<file path="config.mk">
export PLATFORM = sky130hd
export DESIGN_NAME = kb_code_ext
export DESIGN_NICKNAME = d
export VERILOG_FILES = /design/src/rtl/kb_code_ext.sv
export SDC_FILE = /design/constraint.sdc
export NUM_CORES = 1
export LEC_CHECK = 0
export ABC_AREA = 1
export CAP_MARGIN = 20
export CORE_ASPECT_RATIO = 1.25
export CORE_MARGIN = 8
export CORE_UTILIZATION = 53
export CTS_BUF_LIST = sky130_fd_sc_hd__clkbuf_16
export DETAILED_ROUTE_END_ITERATION = 10
export GPL_TIMING_DRIVEN = 0
export PLACE_DENSITY = 0.72
export SYNTH_ARGS = -nofsm -noshare
export SYNTH_HDL_FRONTEND = slang
export SYNTH_SLANG_ARGS = --single-unit
</file>
<file path="constraint.sdc">
create_clock -name clk -period 2.5 [get_ports clk]
set_input_delay 0.25 -clock clk [delete_from_list [all_inputs] [get_ports clk]]
set_output_delay 0.25 -clock clk [all_outputs]
set_load 0.02 [all_outputs]
</file>
<file path="src/rtl/kb_code_ext.sv">
// kb_code_ext: PS/2 scan-code decoder tracking E0/F0 prefixes with a prefix timeout,
// feeding decoded {ext, brk, code} words into a first-word-fall-through FIFO.
module kb_code_ext #(
    parameter int W_SIZE    = 2,
    parameter int MODE      = 0,
    parameter int TO_CYCLES = 50000
) (
    input  logic       clk,
    input  logic       reset,
    input  logic       scan_done_tick,
    input  logic [7:0] scan_out,
    input  logic       rd_key_code,
    input  logic       clr_ovf,
    output logic [9:0] key_code,
    output logic       kb_buf_empty,
    output logic       kb_buf_full,
    output logic       kb_ovf
);
    localparam int DEPTH = 2 ** W_SIZE;
    localparam int TW    = $clog2(TO_CYCLES);

    typedef enum logic [1:0] {S_IDLE, S_EXT, S_BRK, S_EXT_BRK} state_t;

    state_t            r_state, w_state_nxt;
    logic [TW-1:0]     r_to_cnt, w_to_nxt;
    logic [9:0]        r_mem [DEPTH];
    logic [W_SIZE-1:0] r_wptr, r_rptr;
    logic [W_SIZE:0]   r_cnt;
    logic              r_ovf;
    logic              w_prefix, w_ext, w_brk, w_emit, w_wr_req, w_full, w_rd, w_wr;
    logic [9:0]        w_word;

    assign w_prefix = scan_out == 8'hE0 || scan_out == 8'hF0;
    assign w_ext    = r_state == S_EXT || r_state == S_EXT_BRK;
    assign w_brk    = r_state == S_BRK || r_state == S_EXT_BRK;
    assign w_emit   = scan_done_tick && !w_prefix;
    assign w_word   = {w_ext, w_brk, scan_out};

    always_ff @(posedge clk or negedge reset) begin
        if (!reset) begin
            r_state  <= S_IDLE;
            r_to_cnt <= '0;
        end else begin
            r_state  <= w_state_nxt;
            r_to_cnt <= w_to_nxt;
        end
    end

    // Counter only advances while a prefix is pending and no byte arrives.
    always_comb begin
        w_state_nxt = r_state;
        w_to_nxt    = '0;
        if (scan_done_tick)
            w_state_nxt = !w_prefix ? S_IDLE :
                          scan_out == 8'hF0 ? (r_state == S_IDLE ? S_BRK :
                                               r_state == S_EXT  ? S_EXT_BRK : r_state) :
                          (r_state == S_IDLE ? S_EXT : r_state);
        else if (r_state != S_IDLE) begin
            if (r_to_cnt == TW'(TO_CYCLES - 1))
                w_state_nxt = S_IDLE;
            else
                w_to_nxt = r_to_cnt + TW'(1);
        end
    end

    assign w_wr_req = w_emit && (w_brk ? MODE != 1 : MODE != 0);
    assign w_full   = r_cnt == (W_SIZE + 1)'(DEPTH);
    assign w_rd     = rd_key_code && r_cnt != '0;
    assign w_wr     = w_wr_req && (!w_full || w_rd);

    always_ff @(posedge clk or negedge reset) begin
        if (!reset) begin
            r_wptr <= '0;
            r_rptr <= '0;
            r_cnt  <= '0;
            r_ovf  <= 1'b0;
        end else begin
            if (w_wr)
                r_wptr <= r_wptr + 1'b1;
            if (w_rd)
                r_rptr <= r_rptr + 1'b1;
            r_cnt <= r_cnt + {{W_SIZE{1'b0}}, w_wr} - {{W_SIZE{1'b0}}, w_rd};
            r_ovf <= (w_wr_req && !w_wr) || (r_ovf && !clr_ovf);
        end
    end

    always_ff @(posedge clk) begin
        if (w_wr)
            r_mem[r_wptr] <= w_word;
    end

    assign kb_buf_empty = r_cnt == '0;
    assign kb_buf_full  = w_full;
    assign kb_ovf       = r_ovf;
    assign key_code     = kb_buf_empty ? '0 : r_mem[r_rptr];
endmodule
</file>
==> results.json, run 1 <==
{
  "outcome": "complete, no violations",
  "postRouteWirelength_mm": 6.162,
  "diodes": 0,
  "fin_crit_sh_pct": 92.35,
  "max_freq_ghz": 0.4331,
  "cp_num_buf_inv": 3,
  "tightest_slew_ns": 0.9943,
  "synth_cells": 312,
  "yosys_register_bits": 66,
  "ys_warn_count": 0,
  "p_int_mw": 2.640,
  "n_fill_cell": 452,
  "vias": 2195,
  "wl_met1_mm": 2.526,
  "p_sw_mw": 1.117,
  "worstSetupPathType": "flip-flop to primary output",
  "htree_levels": 3,
  "worstReg2RegStart": "r_cnt[2]$_DFF_PN0_",
  "finalPower_mw": 3.758,
  "synthAdderAreaFrac_pct": 3.082,
  "clk_latency_ns": 0.33,
  "met2_length_mm": 3.288,
  "syn_nets": 332,
  "drt_iter0_drc": 85,
  "rsz0062_at_grt": "no",
  "drv_slew": 0,
  "synth_mux_area_share_pct": 0,
  "gp_congestion": 0.8607,
  "synth-simple-area-share_pct": 22.02,
  "setup_viol": 0,
  "synth_compound_area_share_pct": 8.029,
  "synth_area_per_cell_um2": 9.889,
  "ir_drop_mv": 0.4114,
  "grt_first_pass_wirelength_mm": 10.43,
  "grt_pass1_vias": 2259,
  "p_clk_share_pct": 37.1,
  "cts_buffers": 9,
  "maxCapViolations": 0,
  "yosysSeqAreaShare_pct": 60.02,
  "syn2layout_area_growth_pct": 22.63,
  "crit_fanout": 10,
  "synth_top_family_by_area": "simple AND/OR/NAND/NOR gates",
  "grt_max_degree": 19,
  "dp_hpwl_mm": 4.270,
  "cp-startpoint": "r_rptr[1]$_DFFE_PN0P_",
  "arrival_ns": 2.06,
  "synth_area_mm2": 0.003085,
  "remaining_drc_errors": 0,
  "clk_path_buf_depth": 2,
  "rows": 31,
  "synth_cell_types": 32,
  "path_clk_slew_ns": 0.06,
  "grt-ovfl-total": 0,
  "ctsHoldBuffers": 0,
  "layout-drive-gt1-share_pct": 12.15,
  "cp.required_ns": 2.25,
  "final_cells": 420,
  "cp_slowest_cell": "clkdlybuf4s50_1",
  "dieWidth_um": 84.25,
  "drt_pass1_iterations": 4,
  "cts.sinks": 66,
  "period_needed_ns": 2.309,
  "sequentialPowerShare_pct": 33.1,
  "wl_met3_um": 244,
  "root_buffer": "clkbuf_16",
  "skew_ns": 0.005008,
  "hold_violations": 0,
  "io_pins": 26,
  "power.density_mw_per_mm2": 993.1,
  "max_slew_margin_pct": 33.47,
  "finalNetCount": 369,
  "antenna_found_initial": 0,
  "p_leak_nw": 1.516,
  "avgViaCountPerCell": 5.226,
  "tritoncts": "done",
  "whs_ns": 0.2779,
  "cp-start-kind": "flip-flop",
  "hp-class": "input port to asynchronous set/reset pin",
  "swShare_pct": 29.73,
  "portBuffers": 25,
  "combPwrFrac_pct": 29.8,
  "coreArea_mm2": 0.005702,
  "initial_core_util_pct": 54.11,
  "wl_per_cell_um": 14.67,
  "dpl.cell_count": 404,
  "grt_usage_pct": 15.81,
  "highest_layer": "met4",
  "cp_slowest_stage_delay_ns": 0.54,
  "cp_top_family": "buffers and inverters",
  "cp-end-kind": "primary output",
  "path_cells": "inv_1 > clkbuf_1 > nor2_1 > o21ai_0 > a21oi_1 > clkdlybuf4s50_1",
  "ant_nets": 0,
  "design.die.area_mm2": 0.008534,
  "synthXorXnorAreaFrac_pct": 1.987,
  "die_y_um": 101.3
}
[per-layer routing]
metal | GRT usage [%] | vias to the layer above
li1 | - | 1110
met1 | 16.85 | 1034
met2 | 28.04 | 42
met3 | 4.344 | 9
met4 | 7.989 | 0
met5 | 0 | -
[repair_timing]
action                                  in CTS  in global routing
endpoints found under the hold margin        0                  0
resized for setup                            0                  4
buffers inserted                             0                  0
endpoints found under the setup margin       0                  9
[state kept, by name (all words and copies together) (netlist names)]
name,count
r_rptr,2
kb_ovf,1
r_state,2
r_cnt,3
r_to_cnt,16
r_mem,40
r_wptr,2
[worst register-to-register path, delay by kind of cell (launching register included)]
family	cells	cell delay (ns)
compound gates	1	0.17
xor+xnor	1	0.17
fa+ha+maj	2	0.57
flops	1	0.40
simple gates	3	0.66
[placed cells by master (no fill, tap or decap), types with 2 or more instances in the layout]
| cell | netlist | layout |
|---|---|---|
| nand3_2 | 2 | 2 |
| clkdlybuf4s50_1 | 0 | 25 |
| bufinv_16 | 0 | 3 |
| nor3_2 | 5 | 5 |
| a21oi_1 | 13 | 13 |
| dfrtp_1 | 26 | 26 |
| inv_1 | 27 | 29 |
| inv_2 | 3 | 3 |
| nand3_1 | 11 | 11 |
| o21ai_1 | 2 | 2 |
| buf_2 | 3 | 3 |
| ha_1 | 6 | 6 |
| edfxtp_1 | 40 | 40 |
| o21bai_1 | 2 | 2 |
| nand2_1 | 33 | 33 |
| o21bai_2 | 2 | 2 |
| xor2_1 | 6 | 6 |
| nand2_2 | 5 | 5 |
| clkbuf_2 | 0 | 2 |
| o21ai_0 | 22 | 22 |
| nor3_1 | 5 | 5 |
| nor2_4 | 2 | 2 |
| clkbuf_1 | 6 | 4 |
| nor2_2 | 2 | 2 |
| clkbuf_16 | 0 | 9 |
| nand4_1 | 3 | 3 |
| nor2_1 | 77 | 77 |
[worst paths after layout]
| path | endpoint | slack, ns | cells past startpoint |
|---|---|---|---|
| setup / recovery | key_code[1] | 0.19 | 6 |
| min in group clk | r_to_cnt[0]$_DFF_PN0_ | 0.48 | 1 |
| hold / removal | r_cnt[1]$_DFF_PN0_ | 0.28 | 1 |
| setup reg to reg | r_cnt[2]$_DFF_PN0_ | 0.42 | 7 |
| hold reg to reg | r_to_cnt[0]$_DFF_PN0_ | 0.48 | 1 |
| max in group asynchronous | r_cnt[2]$_DFF_PN0_ | 1.75 | 2 |
[area by class of cell]
type | instances | area [µm²] | share of cell area (%)
sequential | 66 | 1852 | 48.94
timing repair buffer | 26 | 277.8 | 7.341
inverter | 30 | 112.6 | 2.976
tap | 66 | 82.58 | 2.183
clock buffer | 9 | 225.2 | 5.952
buffer | 9 | 40.04 | 1.058
multi-input combinational | 207 | 1084 | 28.64
clock inverter | 7 | 110.1 | 2.910
[synth_stat cells, drive strengths merged]
library cell / n / area share, %
a21oi: 14 / 2.4
o21ai: 24 / 3.9
edfxtp: 40 / 39
o2111ai: 1 / 0.28
fa: 1 / 0.65
o21bai: 4 / 1.2
dfrtp: 26 / 21
clkbuf: 6 / 0.73
buf: 3 / 0.49
xor2: 6 / 1.7
inv: 30 / 3.6
nand2: 39 / 5.4
nand3: 13 / 2.4
nor2: 81 / 11
and3: 1 / 0.20
nor3: 10 / 2.4
ha: 6 / 2.4
o211ai: 1 / 0.24
or2: 1 / 0.20
xnor2: 1 / 0.28
nand4: 3 / 0.61
nor3b: 1 / 0.24
[power by group through the flow]
stage | Sequential [mW] | Combinational, mW | Clock [mW]
after detailed placement | 1.26 | 1.13 | 0
after floorplan | 1.26 | 0.665 | 0
after global routing | 1.25 | 1.25 | 1.46
final | 1.24 | 1.12 | 1.40
after CTS | 1.24 | 1.14 | 1.42
after global placement | 1.26 | 1.11 | 0
[logic make-up after synthesis]
logic type               Yosys count
buffers and inverters             39
adder cells (fa/ha/maj)            7
AO/OA/AOI/OAI                     44
XOR/XNOR                           7
AND/OR/NAND/NOR                  149
flip-flops                        66
[per-stage QoR]
step / instance area, µm² / utilization, % / setup TNS (ns) / setup WS (ns)
2_1_floorplan: 3085 / - / 0 / 0.3714
3_3_place_gp: 3418 / 59.95 / -0.004367 / -0.004367
3_5_place_dp: 3446 / 60.43 / -1.358 / -0.06483
4_1_cts: 3781 / 66.32 / 0 / 0.05954
5_1_grt: 3784 / 66.36 / 0 / 0.01468
6_report: 3784 / 66.36 / 0 / 0.1912
Power figures use the tool's default switching activity.
==> inputs of run 2 (changes only) <==
--- a/config.mk
+++ b/config.mk
@@ -13,7 +13,7 @@
 export CTS_BUF_LIST = sky130_fd_sc_hd__clkbuf_16
 export DETAILED_ROUTE_END_ITERATION = 10
 export GPL_TIMING_DRIVEN = 0
-export PLACE_DENSITY = 0.72
+export PLACE_DENSITY_LB_ADDON = 0.05
 export SYNTH_ARGS = -nofsm -noshare
 export SYNTH_HDL_FRONTEND = slang
 export SYNTH_SLANG_ARGS = --single-unit
==> results.json, run 2 (synthesized netlist as in run 1, its figures left out) <==
{
  "reg2reg_to": "r_cnt[2]$_DFF_PN0_",
  "ctsHoldBuffers": 0,
  "coreArea_mm2": 0.005702,
  "cts_setup_buffers": 0,
  "dieWidth_um": 84.25,
  "setup_viol": 0,
  "crit_fanout": 10,
  "antenna_found_initial": 0,
  "max_slew_margin_pct": 30.65,
  "power.density_mw_per_mm2": 978.8,
  "rsz0062_at_grt": "no",
  "dp_slack_ns": -0.08719,
  "skew_ns": 0.005941,
  "largest_reg_flops": 40,
  "rows": 31,
  "grt_pass1_vias": 2275,
  "portBuffers": 25,
  "drt_pass1_iterations": 4,
  "grt_max_degree": 15,
  "clk_latency_ns": 0.32,
  "hold_violations": 0,
  "drv_slew": 0,
  "final_cell_area_mm2": 0.003751,
  "root_buffer": "clkbuf_16",
  "final_cells": 420,
  "period_needed_ns": 2.337,
  "syn2layout_area_growth_pct": 21.57,
  "fin_util_pct": 65.79,
  "diodes": 0,
  "remaining_drc_errors": 0,
  "ant_nets": 0,
  "arrival_ns": 2.09,
  "mostFrequentLayoutCell": "nor2_1",
  "cp-start-kind": "flip-flop",
  "drt_iter0_drc": 103,
  "cts_buffers": 9,
  "clk_path_buf_depth": 2,
  "vias": 2173,
  "avgViaCountPerCell": 5.174,
  "mostFrequentLayoutCells": "nor2_1, edfxtp_1, nand2_1",
  "worstReg2RegStart": "r_cnt[2]$_DFF_PN0_",
  "outcome": "complete, no violations",
  "initial_core_util_pct": 54.11,
  "tightest_slew_ns": 1.036,
  "whs_ns": 0.3211,
  "reg2regPathDepth": 7,
  "grt_first_pass_wirelength_mm": 10.36,
  "hp-class": "input port to asynchronous set/reset pin",
  "htree_levels": 3,
  "cts.sinks": 66,
  "io_pins": 26,
  "wl_per_cell_um": 14.66,
  "ff2ff_setup_slack_ns": 0.46,
  "worstSetupPathType": "flip-flop to primary output",
  "design.die.area_mm2": 0.008534,
  "finalNetCount": 369,
  "reg_top3": "r_mem x40, r_to_cnt x16, r_cnt x3",
  "path_clk_slew_ns": 0.05,
  "placed_area_mm2": 0.003433,
  "cp-end-kind": "primary output",
  "dp_hpwl_mm": 4.306,
  "gp_congestion": 0.8365,
  "fin_crit_sh_pct": 93.49,
  "layout-drive-gt1-share_pct": 12.71,
  "tritoncts": "done",
  "top_register": "r_mem",
  "grt_usage_pct": 15.65,
  "die_y_um": 101.3,
  "setup_ws_ns": 0.1627,
  "postRouteWirelength_mm": 6.157,
  "maxCapViolations": 0,
  "cp.required_ns": 2.25,
  "ir_drop_mv": 0.6202,
  "dpl.cell_count": 404,
  "grt-ovfl-total": 0,
  "max_freq_ghz": 0.4278,
  "cts_resized": 0,
  "p_leak_nw": 1.502
}
==> run 2: per-layer routing <==
metal,GRT usage [%],up-vias,routed length [µm]
met3,4.103,9,248
met2,27.63,37,3227
met1,16.22,1023,2559
met4,9.720,0,122
met5,0,-,0
li1,-,1104,-
==> run 2: final cells by class <==
cell class / instances / area (µm²)
clock buffer: 9 / 225.2
fill: 463 / 1951
tap: 66 / 82.58
multi-input combinational: 207 / 1084
clock inverter: 7 / 86.33
sequential: 66 / 1852
inverter: 30 / 112.6
timing repair buffer: 26 / 265.3
buffer: 9 / 43.79
==> run 2: worst max path at each step <==
stage	cells past startpoint	slack (ns)	startpoint	end
after global placement	10	-0.05	scan_out[6]	r_cnt[2]$_DFF_PN0_
after detailed placement	10	-0.09	scan_out[6]	r_cnt[2]$_DFF_PN0_
final	5	0.16	r_rptr[1]$_DFFE_PN0P_	key_code[9]
after global routing	3	0.007	r_cnt[2]$_DFF_PN0_	kb_buf_empty
after floorplan	10	0.37	r_cnt[1]$_DFF_PN0_	r_cnt[2]$_DFF_PN0_
after CTS	5	0.05	r_rptr[0]$_DFFE_PN0P_	key_code[4]
==> run 2: power by group <==
part           switching [mW]  internal, mW  total [mW]  leakage (nW)
logic                   0.652         0.474        1.13         0.626
registers              0.0447          1.21        1.25         0.720
clock network           0.433         0.862        1.30         0.156
total                    1.13          2.54        3.67          1.50
==> run 2: critical path, cell delays in order (launching register included) <==
cell and delay, ns:
dfrtp_1 0.38, clkbuf_1 0.26, nor2_1 0.18, o21ai_0 0.10
a21oi_1 0.21, clkdlybuf4s50_1 0.64
==> run 2: metrics by stage <==
step / TNS (ns) / power (mW)
floorplan: 0 / 1.921
global placement: -0.1720 / 2.374
detailed placement: -1.638 / 2.395
CTS: 0 / 3.696
global route: 0 / 3.859
finish: 0 / 3.672
==> inputs of run 3 (changes only) <==
--- a/config.mk
+++ b/config.mk
@@ -10,7 +10,8 @@
 export CORE_ASPECT_RATIO = 1.25
 export CORE_MARGIN = 8
 export CORE_UTILIZATION = 53
-export CTS_BUF_LIST = sky130_fd_sc_hd__clkbuf_16
+export CTS_BUF_LIST = sky130_fd_sc_hd__clkbuf_8
+export CTS_CLUSTER_DIAMETER = 120
 export DETAILED_ROUTE_END_ITERATION = 10
 export GPL_TIMING_DRIVEN = 0
 export PLACE_DENSITY_LB_ADDON = 0.05
==> results.json, run 3 (synthesized netlist as in run 1, its figures left out) <==
{
  "path_clk_slew_ns": 0.07,
  "clk_latency_ns": 0.34,
  "root_buffer": "clkbuf_8",
  "crit_fanout": 10,
  "max_freq_ghz": 0.4316,
  "dp_hpwl_mm": 4.306,
  "arrival_ns": 2.07,
  "postRouteWirelength_mm": 6.071,
  "io_pins": 26,
  "avgViaCountPerCell": 5.145,
  "top_register": "r_mem",
  "fin_crit_sh_pct": 92.68,
  "wl_per_cell_um": 14.45,
  "clk_path_buf_depth": 2,
  "cts.sinks": 66,
  "cts_setup_buffers": 0,
  "ff2ff_setup_slack_ns": 0.49,
  "whs_ns": 0.3046,
  "reg2regPathDepth": 10,
  "max_slew_margin_pct": 31.58,
  "grt_usage_pct": 15.50,
  "ir_drop_mv": 0.6071,
  "ant_nets": 0,
  "tightest_slew_ns": 1.023,
  "skew_ns": 0.009178,
  "tritoncts": "done",
  "rows": 31,
  "drt_pass1_iterations": 4,
  "cp.required_ns": 2.25,
  "diodes": 0,
  "dieWidth_um": 84.25,
  "initial_core_util_pct": 54.11,
  "reg2reg_to": "r_cnt[2]$_DFF_PN0_",
  "power.density_mw_per_mm2": 907.3,
  "syn2layout_area_growth_pct": 18.53,
  "design.die.area_mm2": 0.008534,
  "gp_congestion": 0.8365,
  "cp-end-kind": "primary output",
  "remaining_drc_errors": 0,
  "fin_util_pct": 64.14,
  "drt_iter0_drc": 106,
  "largest_reg_flops": 40,
  "worstReg2RegStart": "r_cnt[1]$_DFF_PN0_",
  "placed_area_mm2": 0.003433,
  "drv_slew": 0,
  "grt-ovfl-total": 0,
  "final_cell_area_mm2": 0.003657,
  "hp-class": "input port to asynchronous set/reset pin",
  "setup_ws_ns": 0.1830,
  "antenna_found_initial": 0,
  "mostFrequentLayoutCell": "nor2_1",
  "worstSetupPathType": "flip-flop to primary output",
  "grt_pass1_vias": 2246,
  "outcome": "complete, no violations",
  "portBuffers": 25,
  "cts_buffers": 9,
  "p_leak_nw": 1.471,
  "cp-start-kind": "flip-flop",
  "setup_viol": 0,
  "coreArea_mm2": 0.005702,
  "htree_levels": 3,
  "maxCapViolations": 0,
  "finalPower_mw": 3.318,
  "finalNetCount": 369,
  "reg_top3": "r_mem x40, r_to_cnt x16, r_cnt x3",
  "die_y_um": 101.3,
  "grt_first_pass_wirelength_mm": 10.28,
  "rsz0062_at_grt": "no",
  "hold_violations": 0,
  "period_needed_ns": 2.317,
  "dp_slack_ns": -0.08719,
  "vias": 2161,
  "layout-drive-gt1-share_pct": 12.99,
  "mostFrequentLayoutCells": "nor2_1, edfxtp_1, nand2_1",
  "grt_max_degree": 15
}
-- run 3: cell types whose count changed in the layout (fill, tap and decap cells not counted) --
cell | before | now
clkbuf_8 | 0 | 9
clkbuf_16 | 9 | 0
nor3_1 | 5 | 4
nor3_2 | 5 | 6
clkdlybuf4s50_1 | 25 | 24
dlymetal6s2s_1 | 0 | 1
-- run 3: area by class of cell --
type                    count  area [µm²]
well taps                  66       82.58
repair buffers             26       267.8
plain buffers               9       43.79
flip-flops and latches     66        1852
multi-input cells         207        1089
inverters                  30       112.6
clock buffers               9       123.9
clock inverters             7       86.33
fillers                   478        2044
-- run 3: layer usage --
layer | routed length [µm] | up-vias | global-route usage [%] | part of all wire, %
met5 | 0 | - | 0 | 0
met4 | 116 | 0 | 7.856 | 1.9
met3 | 205 | 9 | 4.586 | 3.4
met2 | 3160 | 37 | 27.63 | 52
met1 | 2589 | 1014 | 16.17 | 43
li1 | - | 1101 | - | -
-- run 3: through the flow --
stage,TNS [ns],cells
global route,0,420
floorplan,0,312
global placement,-0.1720,403
CTS,0,420
detailed placement,-1.638,404
finish,0,420
-- run 3: power by group --
group	internal (mW)	switching (mW)
registers	1.20	0.0488
clock network	0.552	0.390
logic	0.473	0.650
total	2.23	1.09
-- run 3: timing repair --
| action | in CTS | in global routing |
|---|---|---|
| resized for setup | 0 | 9 |
| hold buffers | 0 | 0 |
| endpoints found under the setup margin | 0 | 11 |
| hold endpoints to repair | 0 | 0 |
-- run 3: how the worst max path moves through the flow --
stage / from / to / slack (ns) / depth (start not counted)
final: r_rptr[0]$_DFFE_PN0P_ / key_code[4] / 0.18 / 6
after global routing: r_rptr[0]$_DFFE_PN0P_ / key_code[6] / 0.01 / 6
after CTS: r_rptr[0]$_DFFE_PN0P_ / key_code[4] / 0.03 / 5
after detailed placement: scan_out[6] / r_cnt[2]$_DFF_PN0_ / -0.09 / 10
after global placement: scan_out[6] / r_cnt[2]$_DFF_PN0_ / -0.05 / 10
after floorplan: r_cnt[1]$_DFF_PN0_ / r_cnt[2]$_DFF_PN0_ / 0.37 / 10
-- run 3: critical path: stages, from the launching register on --
cell and delay, ns:
dfrtp_1 0.42, buf_2 0.27, nor2_1 0.07, nor2_1 0.08, o21ai_0 0.08, a21oi_1 0.18, clkdlybuf4s50_1 0.63
